File: src/rtl/johnson_decoder_if.sv
// johnson_decoder_if: sample and decoded-result bundle for johnson_decoder (oOneHot present only with JOHNSON_DECODER_ONEHOT_EN)
interface johnson_decoder_if #(parameter int N = 4);
  localparam int W = $clog2(2 * N);
  logic [N-1:0] iJohnson;
  logic         iValid;
  logic [W-1:0] oIndex;
  logic         oValid;
  logic         oLegal;
  logic         oLocked;
  logic         oCodeErr;
  logic         oSeqErr;
  logic [7:0]   oErrCount;
`ifdef JOHNSON_DECODER_ONEHOT_EN
  logic [2*N-1:0] oOneHot;
`endif
  modport master (
    output iJohnson, iValid,
`ifdef JOHNSON_DECODER_ONEHOT_EN
    input oOneHot,
`endif
    input oIndex, oValid, oLegal, oLocked, oCodeErr, oSeqErr, oErrCount
  );
  modport slave (
    input iJohnson, iValid,
`ifdef JOHNSON_DECODER_ONEHOT_EN
    output oOneHot,
`endif
    output oIndex, oValid, oLegal, oLocked, oCodeErr, oSeqErr, oErrCount
  );
endinterface

File: src/rtl/johnson_decoder.sv
// johnson_decoder: Johnson code decoder with lock tracking and error counting; JOHNSON_DECODER_ONEHOT_EN adds oOneHot
module johnson_decoder #(
  parameter int N        = 4,
  parameter int LOCK_CNT = 3
) (
  input  logic iClk,
  input  logic iRst_n,
  johnson_decoder_if.slave bus
);
  localparam int W = $clog2(2 * N);
  typedef enum logic {HUNT, LOCKED} state_t;
  state_t       state, state_n;
  logic [3:0]   run, run_n;
  logic [W-1:0] prev, prev_n, idx, succ, idx_q, idx_n;
  logic         prev_vld, prev_vld_n, hit, in_seq;
  logic         legal_q, legal_n, valid_q, valid_n, cerr_q, cerr_n, serr_q, serr_n;
  logic [7:0]   cnt, cnt_n;
  function automatic logic [N-1:0] code_of(input int k);
    logic [N-1:0] m;
    m = N'((32'd1 << (k <= N ? k : k - N)) - 32'd1);
    return k <= N ? m : ~m;
  endfunction
  // Match the sample against every legal code to find its position
  always_comb begin
    hit = 1'b0;
    idx = '0;
    for (int k = 0; k < 2 * N; k++)
      if (bus.iJohnson == code_of(k)) begin
        hit = 1'b1;
        idx = W'(k);
      end
  end
  assign succ   = (prev == W'(2 * N - 1)) ? '0 : prev + 1'b1;
  assign in_seq = prev_vld && idx == succ;
  // Lock FSM, run counter, error counter and next output values
  always_comb begin
    state_n    = state;
    run_n      = run;
    prev_n     = prev;
    prev_vld_n = prev_vld;
    idx_n      = idx_q;
    legal_n    = legal_q;
    cnt_n      = cnt;
    valid_n    = 1'b0;
    cerr_n     = 1'b0;
    serr_n     = 1'b0;
    if (bus.iValid) begin
      valid_n    = 1'b1;
      legal_n    = hit;
      idx_n      = hit ? idx : '0;
      prev_n     = idx;
      prev_vld_n = hit;
      if (!hit) begin
        cerr_n  = 1'b1;
        state_n = HUNT;
        run_n   = '0;
      end else if (state == LOCKED) begin
        serr_n  = !in_seq;
        state_n = in_seq ? LOCKED : HUNT;
        run_n   = in_seq ? run : 4'd1;
      end else begin
        run_n   = in_seq ? run + 4'd1 : 4'd1;
        state_n = (run_n >= 4'(LOCK_CNT)) ? LOCKED : HUNT;
      end
      cnt_n = ((cerr_n || serr_n) && cnt != 8'hFF) ? cnt + 8'd1 : cnt;
    end
  end
  // State and output registers, cleared asynchronously
  always_ff @(posedge iClk or negedge iRst_n) begin
    if (!iRst_n) begin
      state    <= HUNT;
      run      <= '0;
      prev     <= '0;
      prev_vld <= 1'b0;
      idx_q    <= '0;
      legal_q  <= 1'b0;
      valid_q  <= 1'b0;
      cerr_q   <= 1'b0;
      serr_q   <= 1'b0;
      cnt      <= '0;
    end else begin
      state    <= state_n;
      run      <= run_n;
      prev     <= prev_n;
      prev_vld <= prev_vld_n;
      idx_q    <= idx_n;
      legal_q  <= legal_n;
      valid_q  <= valid_n;
      cerr_q   <= cerr_n;
      serr_q   <= serr_n;
      cnt      <= cnt_n;
    end
  end
`ifdef JOHNSON_DECODER_ONEHOT_EN
  logic [2*N-1:0] onehot_q;
  // One-hot view of the decoded index, registered with it
  always_ff @(posedge iClk or negedge iRst_n) begin
    if (!iRst_n) onehot_q <= '0;
    else         onehot_q <= legal_n ? ((2 * N)'(1) << idx_n) : '0;
  end
  assign bus.oOneHot = onehot_q;
`endif
  assign bus.oIndex    = idx_q;
  assign bus.oValid    = valid_q;
  assign bus.oLegal    = legal_q;
  assign bus.oLocked   = state == LOCKED;
  assign bus.oCodeErr  = cerr_q;
  assign bus.oSeqErr   = serr_q;
  assign bus.oErrCount = cnt;
endmodule
File: src/flat_wrapper.sv
// flat-port wrapper written by rule: the top's interface ports become plain ports
module johnson_decoder_flat 
#(
  parameter int N        = 4,
  parameter int LOCK_CNT = 3
)
  (iClk, iRst_n, bus_iJohnson, bus_iValid, bus_oIndex, bus_oValid, bus_oLegal, bus_oLocked, bus_oCodeErr, bus_oSeqErr, bus_oErrCount);
  johnson_decoder_if #(.N(N)) bus_i ();
  input  logic iClk;
  input  logic iRst_n;
  input wire logic [$bits(bus_i.iJohnson)-1:0] bus_iJohnson;
  input wire logic [$bits(bus_i.iValid)-1:0] bus_iValid;
  output wire logic [$bits(bus_i.oIndex)-1:0] bus_oIndex;
  output wire logic [$bits(bus_i.oValid)-1:0] bus_oValid;
  output wire logic [$bits(bus_i.oLegal)-1:0] bus_oLegal;
  output wire logic [$bits(bus_i.oLocked)-1:0] bus_oLocked;
  output wire logic [$bits(bus_i.oCodeErr)-1:0] bus_oCodeErr;
  output wire logic [$bits(bus_i.oSeqErr)-1:0] bus_oSeqErr;
  output wire logic [$bits(bus_i.oErrCount)-1:0] bus_oErrCount;
  assign bus_i.iJohnson = bus_iJohnson;
  assign bus_i.iValid = bus_iValid;
  assign bus_oIndex = bus_i.oIndex;
  assign bus_oValid = bus_i.oValid;
  assign bus_oLegal = bus_i.oLegal;
  assign bus_oLocked = bus_i.oLocked;
  assign bus_oCodeErr = bus_i.oCodeErr;
  assign bus_oSeqErr = bus_i.oSeqErr;
  assign bus_oErrCount = bus_i.oErrCount;
  johnson_decoder #(.N(N), .LOCK_CNT(LOCK_CNT)) u_core (.iClk(iClk), .iRst_n(iRst_n), .bus(bus_i));
endmodule
File: config.mk
export PLATFORM = sky130hd
export DESIGN_NAME = johnson_decoder_flat
export DESIGN_NICKNAME = d
export VERILOG_FILES = /design/src/rtl/johnson_decoder_if.sv /design/src/rtl/johnson_decoder.sv /design/src/flat_wrapper.sv
export SDC_FILE = /design/constraint.sdc
export NUM_CORES = 1
export LEC_CHECK = 0
export ABC_AREA = 1
export BUFFER_PORTS_ARGS = -buffer_cell sky130_fd_sc_hd__buf_2
export CAP_MARGIN = 5
export CELL_PAD_IN_SITES_DETAIL_PLACEMENT = 0
export CELL_PAD_IN_SITES_GLOBAL_PLACEMENT = 1
export CORE_UTILIZATION = 38
export CTS_BUF_LIST = sky130_fd_sc_hd__clkbuf_4
export DETAILED_ROUTE_END_ITERATION = 7
export PLACE_DENSITY_LB_ADDON = 0.1
export SLEW_MARGIN = 20
export SYNTH_ARGS = -nofsm -noshare
export SYNTH_HDL_FRONTEND = slang
export SYNTH_SLANG_ARGS = --single-unit
File: constraint.sdc
create_clock -name iClk -period 1.71 [get_ports iClk]
set_input_delay 0.171 -clock iClk [delete_from_list [all_inputs] [get_ports iClk]]
set_output_delay 0.171 -clock iClk [all_outputs]
set_load 0.02 [all_outputs]
**After elaboration in Yosys (flattened, before gate mapping)**

Cells that the tools add are included.

- Add/sub/neg operators: 3
- Multipliers: 0
- Div/mod/pow operators: 0
- Order comparisons: 1
- Equality and inequality tests: 11
- Shift operators: 0
- Multiplexer cells: 33
- Bitwise operators: 0
- Reduce and logical (&&, ||, !) cells: 7

Operator list:

| cell | number |
|---|---|
| 3-bit 2-to-1 mux | 8 |
| 1-bit 2-to-1 mux | 21 |
| 4-bit equality test (second input constant) | 4 |
| 4-bit 2-to-1 mux | 4 |
| 8-bit by 1-bit adder with 8-bit output (second input constant) | 1 |
| 8-bit inequality test (second input constant) | 1 |
| 4-bit by 1-bit adder with 4-bit output (second input constant) | 1 |
| 4-bit by 1-bit equality test with 1-bit output (second input constant) | 1 |
| 4-bit by 2-bit equality test with 1-bit output (second input constant) | 1 |
| 4-bit by 3-bit equality test with 1-bit output (second input constant) | 1 |
| 4-bit by 2-bit >= comparator with 1-bit output (second input constant) | 1 |
| 4-bit logical NOT | 1 |
| 2-bit AND reduction | 2 |
| 3-bit by 1-bit adder with 3-bit output (second input constant) | 1 |
| 3-bit equality test | 1 |
| 3-bit equality test (second input constant) | 1 |
| 3-bit inequality test (second input constant) | 1 |
| 1-bit logical AND | 2 |
| 1-bit logical NOT | 1 |
| 1-bit logical OR | 1 |

- Flip-flop bits (word level): 23
- Latch bits: 0
- Memory bits (writable): 0
- Bits in read-only memories: 0
- Input port bits: 7
- Output and inout bits: 16
- Logic and storage cells: 64
- Memories: 0

**Longest topological paths before layout**

Gate-level depths: netlist of run 1.

- Depth in word-level cells: 17
- Gate-level depth with buffers: 13
- Depth with buffers taken out: 13

**Worst setup path before layout of run 1**

OpenSTA, ideal clock, no wires.

- Path kind: register to register
- Start: register u_core.prev[0]
- End: register u_core.cnt[6] (netlist: u_core.bus.oErrCount[6])
- Setup time: 0.118 ns
- Arrival: 1.565 ns
- Data required time: 1.592 ns
- Setup slack: 0.027 ns
- Stages on the path, launching flop included: 13
- Path buffers: 0
- Period minus slack after synthesis: 1.683 ns
- Path through: dfrtp_1 > ha_1 > ha_1 > inv_1 > nand4_1 > nand2_1 > nor2_2 > nand2_2 > nand2_4 > nand2_8 > nand2_8 > nand2_1 > nand2_1

- Cells in the longest elaborated chain, start to end: 11
- Elaborated cells on any way between the ends: 12
- Those cells by class: add/sub: 1; eq/ne: 2; mux: 4; reduce/logical: 5

Ends and longest elaborated chain:

| element | line | text |
|---|---|---|
| start, declared | johnson_decoder.sv:14 | `logic [W-1:0] prev, prev_n, idx, succ, idx_q, idx_n;` |
| start signal, assigned | johnson_decoder.sv:84 | `prev <= prev_n;` |
| 3-bit by 1-bit adder with 3-bit output / 3-bit equality test (equally long branches) | johnson_decoder.sv:33 | `assign succ = (prev == W'(2 * N - 1)) ? '0 : prev + 1'b1;` |
| 3-bit 2-to-1 mux * | johnson_decoder.sv:33 |  |
| 3-bit equality test * | johnson_decoder.sv:34 | `assign in_seq = prev_vld && idx == succ;` |
| 1-bit logical AND * | johnson_decoder.sv:34 |  |
| 1-bit logical NOT * | johnson_decoder.sv:58 | `serr_n = !in_seq;` |
| 1-bit 2-to-1 mux * | johnson_decoder.sv:57 | `end else if (state == LOCKED) begin` |
| 1-bit 2-to-1 mux * | johnson_decoder.sv:53 | `if (!hit) begin` |
| 1-bit 2-to-1 mux * | johnson_decoder.sv:47 | `if (bus.iValid) begin` |
| 1-bit logical OR * | johnson_decoder.sv:65 | `cnt_n = ((cerr_n \|\| serr_n) && cnt != 8'hFF) ? cnt + 8'd1 : cnt;` |
| 1-bit logical AND * | johnson_decoder.sv:65 |  |
| 2-bit AND reduction (no source line) * | n/a |  |
| end signal, assigned | johnson_decoder.sv:91 | `cnt <= cnt_n;` |
| end, declared | johnson_decoder.sv:17 | `logic [7:0] cnt, cnt_n;` |

Every way passes the cells marked *; elsewhere a longest branch is shown, timed or not. The select of a mux whose other input is x is not followed.
A chain may end at the register's enable or synchronous reset.

**Final worst setup path of run 1**

- Start: register u_core.prev[0]
- End: register u_core.cnt[2] (netlist: u_core.bus.oErrCount[2])

Same word-level chain as after synthesis.

==> impl_results.md, run 1 <==
- Post-Syn Area: ~1300 um2
- Post-DP HPWL: between 2000 and 2500 um
- Synth Instances: roughly 160
- Worst-Margin Slew: about 530 ps
- Yosys top cell by area: dfrtp_1
- Multi-input logic area: approximately 750 um2
- Layout Nets: approximately 210
- Overflow after GRT: 0
- TNS Setup: -605.0 ps
- Crit-path max FO: 8
- FP Rows: 21
- Slew margin rel.: between 60% and 70%
- Crit path capture type: flop
- Pwr dens: 875.6 nW/um2
- Yosys reg bits: 23
- Largest cells by area after synthesis: dfrtp_1, nand2_1, nand3_1
- Startpoint types: flop
- CTS tree: built
- Clock slew at reported path FFs: roughly 130 ps
- Final Hold Fails: 0
- Worst Path Buf+Inv: 1
- Netlist cell types: 22
- Critical Path Slowest Stage Cell: dfrtp_1
- Final antenna-violating net count: 0
- H-tree levels: 1
- Crit path required time: between 1500 and 2000 ps
- Prevailing post-synth register cell: dfrtp_1
- Setup violations, final: 9
- Initial drt markers: ~50
- Status: complete, but fails checks
- Post-route setup slack: -78.44 ps
- Commonest non-fill, non-tap cell in the layout: nand2_1
- Period utilization: 104.6%
- Core ar.: roughly 3300 um2
- Commonest cells after routing, fill and taps aside: nand2_1, nand3_1, dfrtp_1
- Clock Root Buffer: clkbuf_4
- Vias/cell: roughly 4.8
- MaxCap Viol Count: 0
- Chip height: 61.25 um
- Gr usage total: between 10% and 20%
- Leakage power total: approximately 0.91 nW
- Ports: 23
- Starting Density: about two fifths
- Area Overhead vs Synth: 24.58%
- Num CTS Buffers: 3
- DR WL/cell: 12.12 um
- Top cell by count, worst path: nand2_1
- Die W: 61.25 um
- Initial antenna violation count: 0
- Share of layout cells above drive strength 1: slightly above 30%
- Number of I/O port buffers: 22
- CP Data Arrival Time: 2040 ps
- Slew Limit Fails: 0
- Violated checks: negative setup slack
- CP top delay family: simple AND/OR/NAND/NOR gates
- CP Class: flop to flop
- Largest net degree at the start of global routing: 24
- Highest clock rate: ~560 MHz
- RSZ-0062 raised after global routing: true
- Post-DP Area: ~1500 um2
- Synth Warn #: 0
- ANT cells: 0
- DRC errors left: 0
- Number of global-route vias before repair: between 1000 and 1500
- Gpl congestion: approximately 0.75
- Vias: approximately 1200
- Tot Pwr: around 0.0015 W
- Register area: roughly 580 um2
- Seq/Total Area, Yosys: between 40% and 50%
- Top-area cell type share of the netlist area: between 40 and 50%
- Skew final: around 5.6 ps
- Fillers: 346
- Worst skew pair latency: 310 ps
- Mean post-synth cell area: ~8.1 um2
- Worst min path class: input port to flop
- CTS Buffer Depth: 2
- Global-route wire length before repair: about 4700 um
- Routed WL: around 3000 um
- Post-Layout Inst Area: approximately 1700 um2
- Final Critical Period: between 1500 and 2000 ps
- Peak VDD IR: between 0.0003 and 0.0004 V
- FFs w/ async S/R, synth: 100.0%
- Number of flops mapped to enable cells by yosys: 0
- Full die area: around 3800 um2
- Cell-by-cell listing of the critical path: ha_2 -> ha_4 -> inv_2 -> nand4_1 -> nand2_1 -> nor2_2 -> nand2_2 -> nand2_4 -> nand2_8 -> nand2_8 -> nand2_1 -> nand2_1
- Syn_nets: about 180
- Worst path max stage delay: 400 ps
- Drt pass-1 iters: 4
- Clk sinks: 23
sequential cells by signal, summed over array words and instances, names as in the netlist:
register / flops
u_core.bus.oCodeErr: 1
u_core.bus.oErrCount: 8
u_core.bus.oIndex: 3
u_core.bus.oLocked: 1
u_core.bus.oSeqErr: 1
u_core.bus.oValid: 1
u_core.prev: 3
u_core.prev_vld: 1
u_core.run: 4
report_power, final:
group	total, W	switching, W	internal (W)
clock	0.000250	0.000163	0.0000874
sequential	0.000691	0.0000788	0.000612
combinational	0.000514	0.000309	0.000205
total	0.00145	0.000550	0.000905
repair_timing:
item                                    in CTS  in global routing
buffers inserted                             4                  2
resized for setup                            8                  0
pin swaps                                    8                  1
hold endpoints to repair                    23                  0
hold buffers                                 1                  0
gates cloned                                 1                  0
endpoints found under the setup margin      13                 13
stage by stage:
stage	util, %	hold slack [ps]	cells	setup WS (ps)
final	49.79	63.23	248	-78.44
after CTS	49.34	46.43	246	-79.49
after detailed placement	46.23	183.6	237	-122.3
after global routing	49.79	31.97	248	-182.3
after global placement	46.23	172.9	237	-62.12
after floorplan	-	-124.6	164	26.90
cells in the mapped netlist, drive strengths merged, types with 3 or more instances:
cell	number
dfrtp	23
ha	4
inv	12
nand2	66
nand3	24
nand4	4
nor2	14
o21ai	4
xnor2	3
xor2	6
area by class of cell:
class / instances / share of cell area, %
Multi-Input combinational cell: 129 / 45.33
Sequential cell: 23 / 34.64
Timing Repair Buffer: 34 / 12.20
Tap cell: 46 / 3.464
Inverter: 12 / 2.711
Clock buffer: 3 / 1.355
Clock inverter: 1 / 0.3012
worst paths after layout:
path,start,end,slack [ps],cells past startpoint
worst min-delay path,bus_iValid,u_core.bus.oValid,60,1
worst max register to register,u_core.prev[0],u_core.bus.oErrCount[2],-80,12
min in group asynchronous,iRst_n,u_core.bus.oIndex[0],350,2
worst max-delay path,u_core.prev[0],u_core.bus.oErrCount[2],-80,12
max in group asynchronous,iRst_n,u_core.bus.oErrCount[5],1010,2
worst min register to register,u_core.bus.oIndex[0],u_core.bus.oIndex[0],500,2
cell families after synthesis:
family | synth area share, %
compound gates | 5.065
xor+xnor | 5.910
fa+ha+maj | 3.752
buf+inv | 3.659
flops | 43.15
simple gates | 38.46
layer usage:
metal  vias to the layer above  global-route usage, %  part of all wire, %
met4                         0                  3.896                 0.60
met1                       559                  24.38                   50
met2                        15                  28.42                   47
met3                         2                  3.782                  2.5
met5                         -                      0                    0
li1                        611                      -                    -
(Power assumes the default switching activity.)
==> inputs of run 2 (changes only) <==
==> constraint.sdc (replaced) <==
create_clock -name iClk -period 1.71 [get_ports iClk]
set_input_delay 0.342 -clock iClk [delete_from_list [all_inputs] [get_ports iClk]]
set_output_delay 0.342 -clock iClk [all_outputs]
set_load 0.02 [all_outputs]
==> impl_results.md, run 2 (synthesis results as in run 1) <==
- Peak VDD IR: 0.0003294 V (was 0.0003912 V)
- Gpl congestion: 0.7620 (was 0.7461)
- Slew Limit Fails: 0 (unchanged)
- M3 GR Usage: 2.521% (was 3.782%)
- Post-DP HPWL: 2070 um (was 2149 um)
- Crit path capture type: flop (unchanged)
- Full die area: 3751 um2 (unchanged)
- Drt pass-1 iters: 4 (unchanged)
- Die W: 61.25 um (unchanged)
- H-tree levels: 1 (unchanged)
- CTS tree: built (unchanged)
- Crit-path max FO: 8 (unchanged)
- Initial antenna violation count: 0 (unchanged)
- Gr usage total: 18.19% (was 17.65%)
- Overflow after GRT: 0 (unchanged)
- Gr busiest metal: met2 (unchanged)
- Area Overhead vs Synth: 24.58% (unchanged)
- Vias/cell: 4.737 (was 4.786)
- Startpoint types: flop (unchanged)
- Number of I/O port buffers: 22 (unchanged)
- CP Data Arrival Time: 2030 ps (was 2040 ps)
- Largest net degree at the start of global routing: 24 (unchanged)
- Clock Root Buffer: clkbuf_4 (unchanged)
- M1 GR Usage: 25.81% (was 24.38%)
- Clock slew at reported path FFs: 150 ps (was 130 ps)
- Commonest cells after routing, fill and taps aside: nand2_1, nand3_1, dfrtp_1 (unchanged)
- Commonest non-fill, non-tap cell in the layout: nand2_1 (unchanged)
- FP Rows: 21 (unchanged)
- MaxCap Viol Count: 0 (unchanged)
- Post-Layout Inst Area: 1662 um2 (unchanged)
- Status: complete, but fails checks (unchanged)
- Setup violations, final: 10 (was 9)
- Worst skew pair latency: 330 ps (was 310 ps)
- Core ar.: 3337 um2 (unchanged)
- CP Class: flop to flop (unchanged)
- Vias: 1170 (was 1187)
- Hold slack: 217.4 ps (was 63.23 ps)
- Crit path required time: 1970 ps (was 1960 ps)
- Global-route wire length before repair: 4974 um (was 4685 um)
- Worst-Margin Slew: 542.9 ps (was 525.9 ps)
- Slew margin rel.: 63.81% (was 64.94%)
- DR WL/cell: 11.94 um (was 12.12 um)
- Routed WL: 2949 um (was 3005 um)
- Final Critical Period: 1771 ps (was 1788 ps)
- Initial drt markers: 75 (was 51)
- Clk sinks: 23 (unchanged)
- Chip height: 61.25 um (unchanged)
- Leakage power total: 0.8984 nW (was 0.9100 nW)
- Post-route setup slack: -60.60 ps (was -78.44 ps)
- Violated checks: negative setup slack (unchanged)
- ANT cells: 0 (unchanged)
- CTS Buffer Depth: 2 (unchanged)
- Skew final: 20.49 ps (was 5.558 ps)
- Layout Nets: 213 (was 214)
- Period utilization: 103.5% (was 104.6%)
- Pwr dens: 885.4 nW/um2 (was 875.6 nW/um2)
- Starting Density: 39.97% (unchanged)
- Met2 Usage GRT: 28.57% (was 28.42%)
- Final Hold Fails: 0 (unchanged)
- Share of layout cells above drive strength 1: 30.35% (was 30.20%)
- Num CTS Buffers: 3 (unchanged)
- DRC errors left: 0 (unchanged)
- Worst min path class: input port to flop (unchanged)
- Ports: 23 (unchanged)
- Highest clock rate: 564.8 MHz (was 559.1 MHz)
- Max FFs per register: 8 (unchanged)
- RSZ-0062 raised after global routing: true (unchanged)
- Number of global-route vias before repair: 1106 (was 1015)
- Post-DP Area: 1558 um2 (was 1543 um2)
- Final antenna-violating net count: 0 (unchanged)
[run 2: critical path, stage by stage (launching register included)]
cell and delay (ps):
dfrtp_1 420, ha_2 190, ha_4 260, inv_2 20, nand4_1 90, nand2_1 80, nor2_2 110, nand2_2 90
nand2_4 120, nand2_8 90, nand2_8 90, nand2_1 60, nand2_1 50
[run 2: timing repair]
action,4_1_cts,5_1_grt
setup buffers,2,0
hold endpoints to repair,16,0
setup endpoints to repair,13,13
hold buffers,1,0
pin swaps,7,3
gates resized for setup,9,1
gates cloned,1,0
[run 2: cell type report]
class / instances / area (um2)
multi-input cells: 129 / 758.2
well taps: 46 / 57.56
clock buffers: 3 / 22.52
repair buffers: 33 / 195.2
flip-flops and latches: 23 / 575.6
inverters: 12 / 45.04
clock inverters: 1 / 7.507
fillers: 367 / 1675
[run 2: path summary, 6_finish.rpt]
check / startpoint / endpoint / slack (ps) / cells past startpoint
min reg2reg: u_core.bus.oIndex[0] / u_core.bus.oIndex[0] / 500 / 2
max reg2reg: u_core.prev[1] / u_core.bus.oErrCount[4] / -60 / 12
min: bus_iValid / u_core.bus.oValid / 220 / 1
max in group asynchronous: iRst_n / u_core.run[3] / 810 / 2
max: u_core.prev[1] / u_core.bus.oErrCount[4] / -60 / 12
min in group asynchronous: iRst_n / u_core.bus.oIndex[0] / 520 / 2
[run 2: stage by stage]
step	total power, W	worst slack, ps	TNS (ps)	cells	util [%]
floorplan	0.001001	26.90	0	164	-
global placement	0.001174	-71.87	-710.1	239	46.68
detailed placement	0.001175	-95.78	-977.1	239	46.68
CTS	0.001483	-49.92	-363.0	247	49.64
global route	0.001577	-195.5	-2117	247	49.79
finish	0.001471	-60.60	-386.5	247	49.79
[run 2: report_power, final]
part / switching [W] / total (W) / internal [W] / leakage [nW]
registers: 0.0000768 / 0.000689 / 0.000612 / 0.303
clock network: 0.000181 / 0.000271 / 0.0000893 / 0.0139
logic: 0.000309 / 0.000512 / 0.000202 / 0.582
total: 0.000568 / 0.00147 / 0.000904 / 0.898
[run 2: metal layers]
layer	up-vias	wire [um]
li1	607	-
met1	544	1540
met2	17	1310
met3	2	77
met4	0	20
met5	-	0
==> inputs of run 3 (changes only) <==
Settings changed: CELL_PAD_IN_SITES_DETAIL_PLACEMENT 0 to 1.
==> impl_results.md, run 3 (synthesis results as in run 1) <==
- Status: complete, but fails checks (unchanged)
- Violated checks: negative setup slack (unchanged)
- MaxCap Viol Count: 0 (unchanged)
- Clk sinks: 23 (unchanged)
- CTS tree: built (unchanged)
- Global-route wire length before repair: 5395 um (was 4974 um)
- Clk network pwr share: 17.6% (was 18.4%)
- Num CTS Buffers: 3 (unchanged)
- Crit path capture type: flop (unchanged)
- Comb pwr share: 35.7% (was 34.8%)
- Commonest cells after routing, fill and taps aside: nand2_1, dfrtp_1, nand3_1, buf_2 (was nand2_1, nand3_1, dfrtp_1)
- CP Data Arrival Time: 2040 ps (was 2030 ps)
- Peak VDD IR: 0.0003512 V (was 0.0003294 V)
- Min-Delay Endpoint: u_core.bus.oValid (unchanged)
- Power Internal: 0.0009071 W (was 0.0009037 W)
- Reg2reg setup slack: -120 ps (was -60 ps)
- Chip height: 61.25 um (unchanged)
- Register area: 575.6 um2 (unchanged)
- Drt pass-1 iters: 4 (unchanged)
- Startpoint types: flop (unchanged)
- Final Critical Period: 1832 ps (was 1771 ps)
- Final Hold Fails: 0 (unchanged)
- Clock slew at reported path FFs: 140 ps (was 150 ps)
- Worst-Margin Slew: 532.5 ps (was 542.9 ps)
- Area Overhead vs Synth: 25.89% (was 24.58%)
- Leakage power total: 0.9030 nW (was 0.8984 nW)
- Layout Nets: 213 (unchanged)
- Setup violations, final: 13 (was 10)
- Ports: 23 (unchanged)
- Vias: 1190 (was 1170)
- P_sw: 0.0005762 W (was 0.0005675 W)
- Fillers: 426 (was 367)
- Worst skew pair latency: 320 ps (was 330 ps)
- Multi-input logic area: 772.0 um2 (was 758.2 um2)
- Vias/cell: 4.818 (was 4.737)
- Slew margin rel.: 64.50% (was 63.81%)
- Number of global-route vias before repair: 1176 (was 1106)
- Slew Limit Fails: 0 (unchanged)
- Tot Pwr: 0.001483 W (was 0.001471 W)
- Worst path max stage delay: 420 ps (about the same)
- Gr usage total: 19.73% (was 18.19%)
- CTS Buffer Depth: 2 (unchanged)
- RSZ-0062 raised after global routing: true (unchanged)
- Full die area: 3751 um2 (unchanged)
- Post-route setup slack: -122.1 ps (was -60.60 ps)
- Number of I/O port buffers: 22 (unchanged)
- Crit path required time: 1920 ps (was 1970 ps)
- CP Depth: 12 (unchanged)
- H-tree levels: 1 (unchanged)
- Non-Filler Instances: 247 (unchanged)
- Post-DP HPWL: 2518 um (was 2070 um)
- Min-delay src: bus_iValid (unchanged)
- Max FFs per register: 8 (unchanged)
- CP top delay family: simple AND/OR/NAND/NOR gates (unchanged)
- ANT cells: 0 (unchanged)
- Commonest non-fill, non-tap cell in the layout: nand2_1 (unchanged)
- Clock Root Buffer: clkbuf_4 (unchanged)
- Initial antenna violation count: 0 (unchanged)
- Highest clock rate: 545.8 MHz (was 564.8 MHz)
- Worst Path Buf+Inv: 1 (unchanged)
- Final core occ: 50.32% (was 49.79%)
- Largest net degree at the start of global routing: 24 (unchanged)
- Reg-to-reg critical path endpoint: u_core.bus.oErrCount[4] (unchanged)
- Routed WL: 3291 um (was 2949 um)
- Gpl congestion: 0.7620 (unchanged)
- Register share of total power: 46.8% (about the same)
- Period utilization: 107.1% (was 103.5%)
- DR WL/cell: 13.32 um (was 11.94 um)
- Pwr dens: 883.4 nW/um2 (was 885.4 nW/um2)
- Starting Density: 39.97% (unchanged)
- Die W: 61.25 um (unchanged)
- Worst min path class: input port to flop (unchanged)
- Switching Share: 38.85% (was 38.57%)
- Initial drt markers: 42 (was 75)
- Placed Cells: 239 (unchanged)
- CP Class: flop to flop (unchanged)
- Share of layout cells above drive strength 1: 31.84% (was 30.35%)
- FP Rows: 21 (unchanged)
- Overflow after GRT: 0 (unchanged)
- Final antenna-violating net count: 0 (unchanged)
- Skew final: 16.71 ps (was 20.49 ps)
- Core ar.: 3337 um2 (unchanged)
- Cell-by-cell listing of the critical path: ha_2 -> ha_4 -> inv_2 -> nand4_1 -> nand2_1 -> nor2_2 -> nand2_2 -> nand2_4 -> nand2_8 -> nand2_8 -> nand2_2 -> nand2_1 (was ha_2 -> ha_4 -> inv_2 -> nand4_1 -> nand2_1 -> nor2_2 -> nand2_2 -> nand2_4 -> nand2_8 -> nand2_8 -> nand2_1 -> nand2_1)
- Crit-path max FO: 8 (unchanged)
- Critical Path Slowest Stage Cell: dfrtp_1 (unchanged)
- DRC errors left: 0 (unchanged)
- R2r worst-path depth: 12 (unchanged)
- Worst reg2reg startpoint: u_core.prev[0] (was u_core.prev[1])
- WHS Path Cells: 1 (unchanged)
## run 3: worst max-delay path by stage
stage | to | slack (ps) | from
after global placement | u_core.bus.oErrCount[2] | -70 | u_core.prev[1]
after CTS | u_core.bus.oErrCount[4] | -110 | u_core.prev[1]
final | u_core.bus.oErrCount[4] | -120 | u_core.prev[0]
after global routing | u_core.bus.oErrCount[4] | -200 | u_core.prev[0]
after detailed placement | u_core.bus.oErrCount[1] | -150 | u_core.prev[0]
after floorplan | u_core.bus.oErrCount[6] | 30 | u_core.prev[0]
## run 3: repair_timing
item,in CTS,in global routing
endpoints found under the setup margin,13,14
hold buffers,1,0
buffers inserted,0,2
gates cloned,1,0
pin swaps,6,6
hold endpoints to repair,14,0
gates resized for setup,7,7
## run 3: cell type report
| cell class | count | area share (%) |
|---|---|---|
| timing repair buffer | 33 | 11.85 |
| clock buffer | 3 | 1.341 |
| tap | 46 | 3.428 |
| clock inverter | 1 | 0.4471 |
| inverter | 12 | 2.683 |
| sequential | 23 | 34.28 |
| multi-input combinational | 129 | 45.98 |
## run 3: worst reg2reg max path, delay by kind of cell (launching register included)
family                     cells  cell delay, ps
buffers and inverters          1              40
adders and majority gates      2             440
and+or+nand+nor                9             830
DFF                            1             420
## run 3: layer usage
| layer | vias to the layer above | GRT usage [%] | wire (um) |
|---|---|---|---|
| li1 | 602 | - | - |
| met1 | 573 | 27.03 | 1619 |
| met2 | 13 | 32.61 | 1572 |
| met3 | 2 | 2.521 | 71 |
| met4 | 0 | 5.844 | 28 |
| met5 | - | 0 | 0 |
## run 3: power by group through the flow
| stage | logic (W) | registers [W] | clock network, W |
|---|---|---|---|
| 2_1_floorplan | 0.000237 | 0.000764 | 0 |
| 3_3_place_gp | 0.000479 | 0.000695 | 0 |
| 3_5_place_dp | 0.000493 | 0.000701 | 0 |
| 4_1_cts | 0.000515 | 0.000694 | 0.000280 |
| 5_1_grt | 0.000590 | 0.000706 | 0.000303 |
| 6_report | 0.000529 | 0.000694 | 0.000261 |
## run 3: through the flow
| stage | area [um2] | hold slack, ps | TNS [ps] | worst slack [ps] |
|---|---|---|---|---|
| 3_5_place_dp | 1558 | 351.8 | -1353 | -150.0 |
| 5_1_grt | 1679 | 205.6 | -2135 | -197.9 |
| 6_report | 1679 | 227.6 | -1026 | -122.1 |
| 4_1_cts | 1634 | 206.5 | -1108 | -113.7 |
| 3_3_place_gp | 1558 | 346.3 | -710.1 | -71.87 |
| 2_1_floorplan | 1334 | 46.41 | 0 | 26.90 |
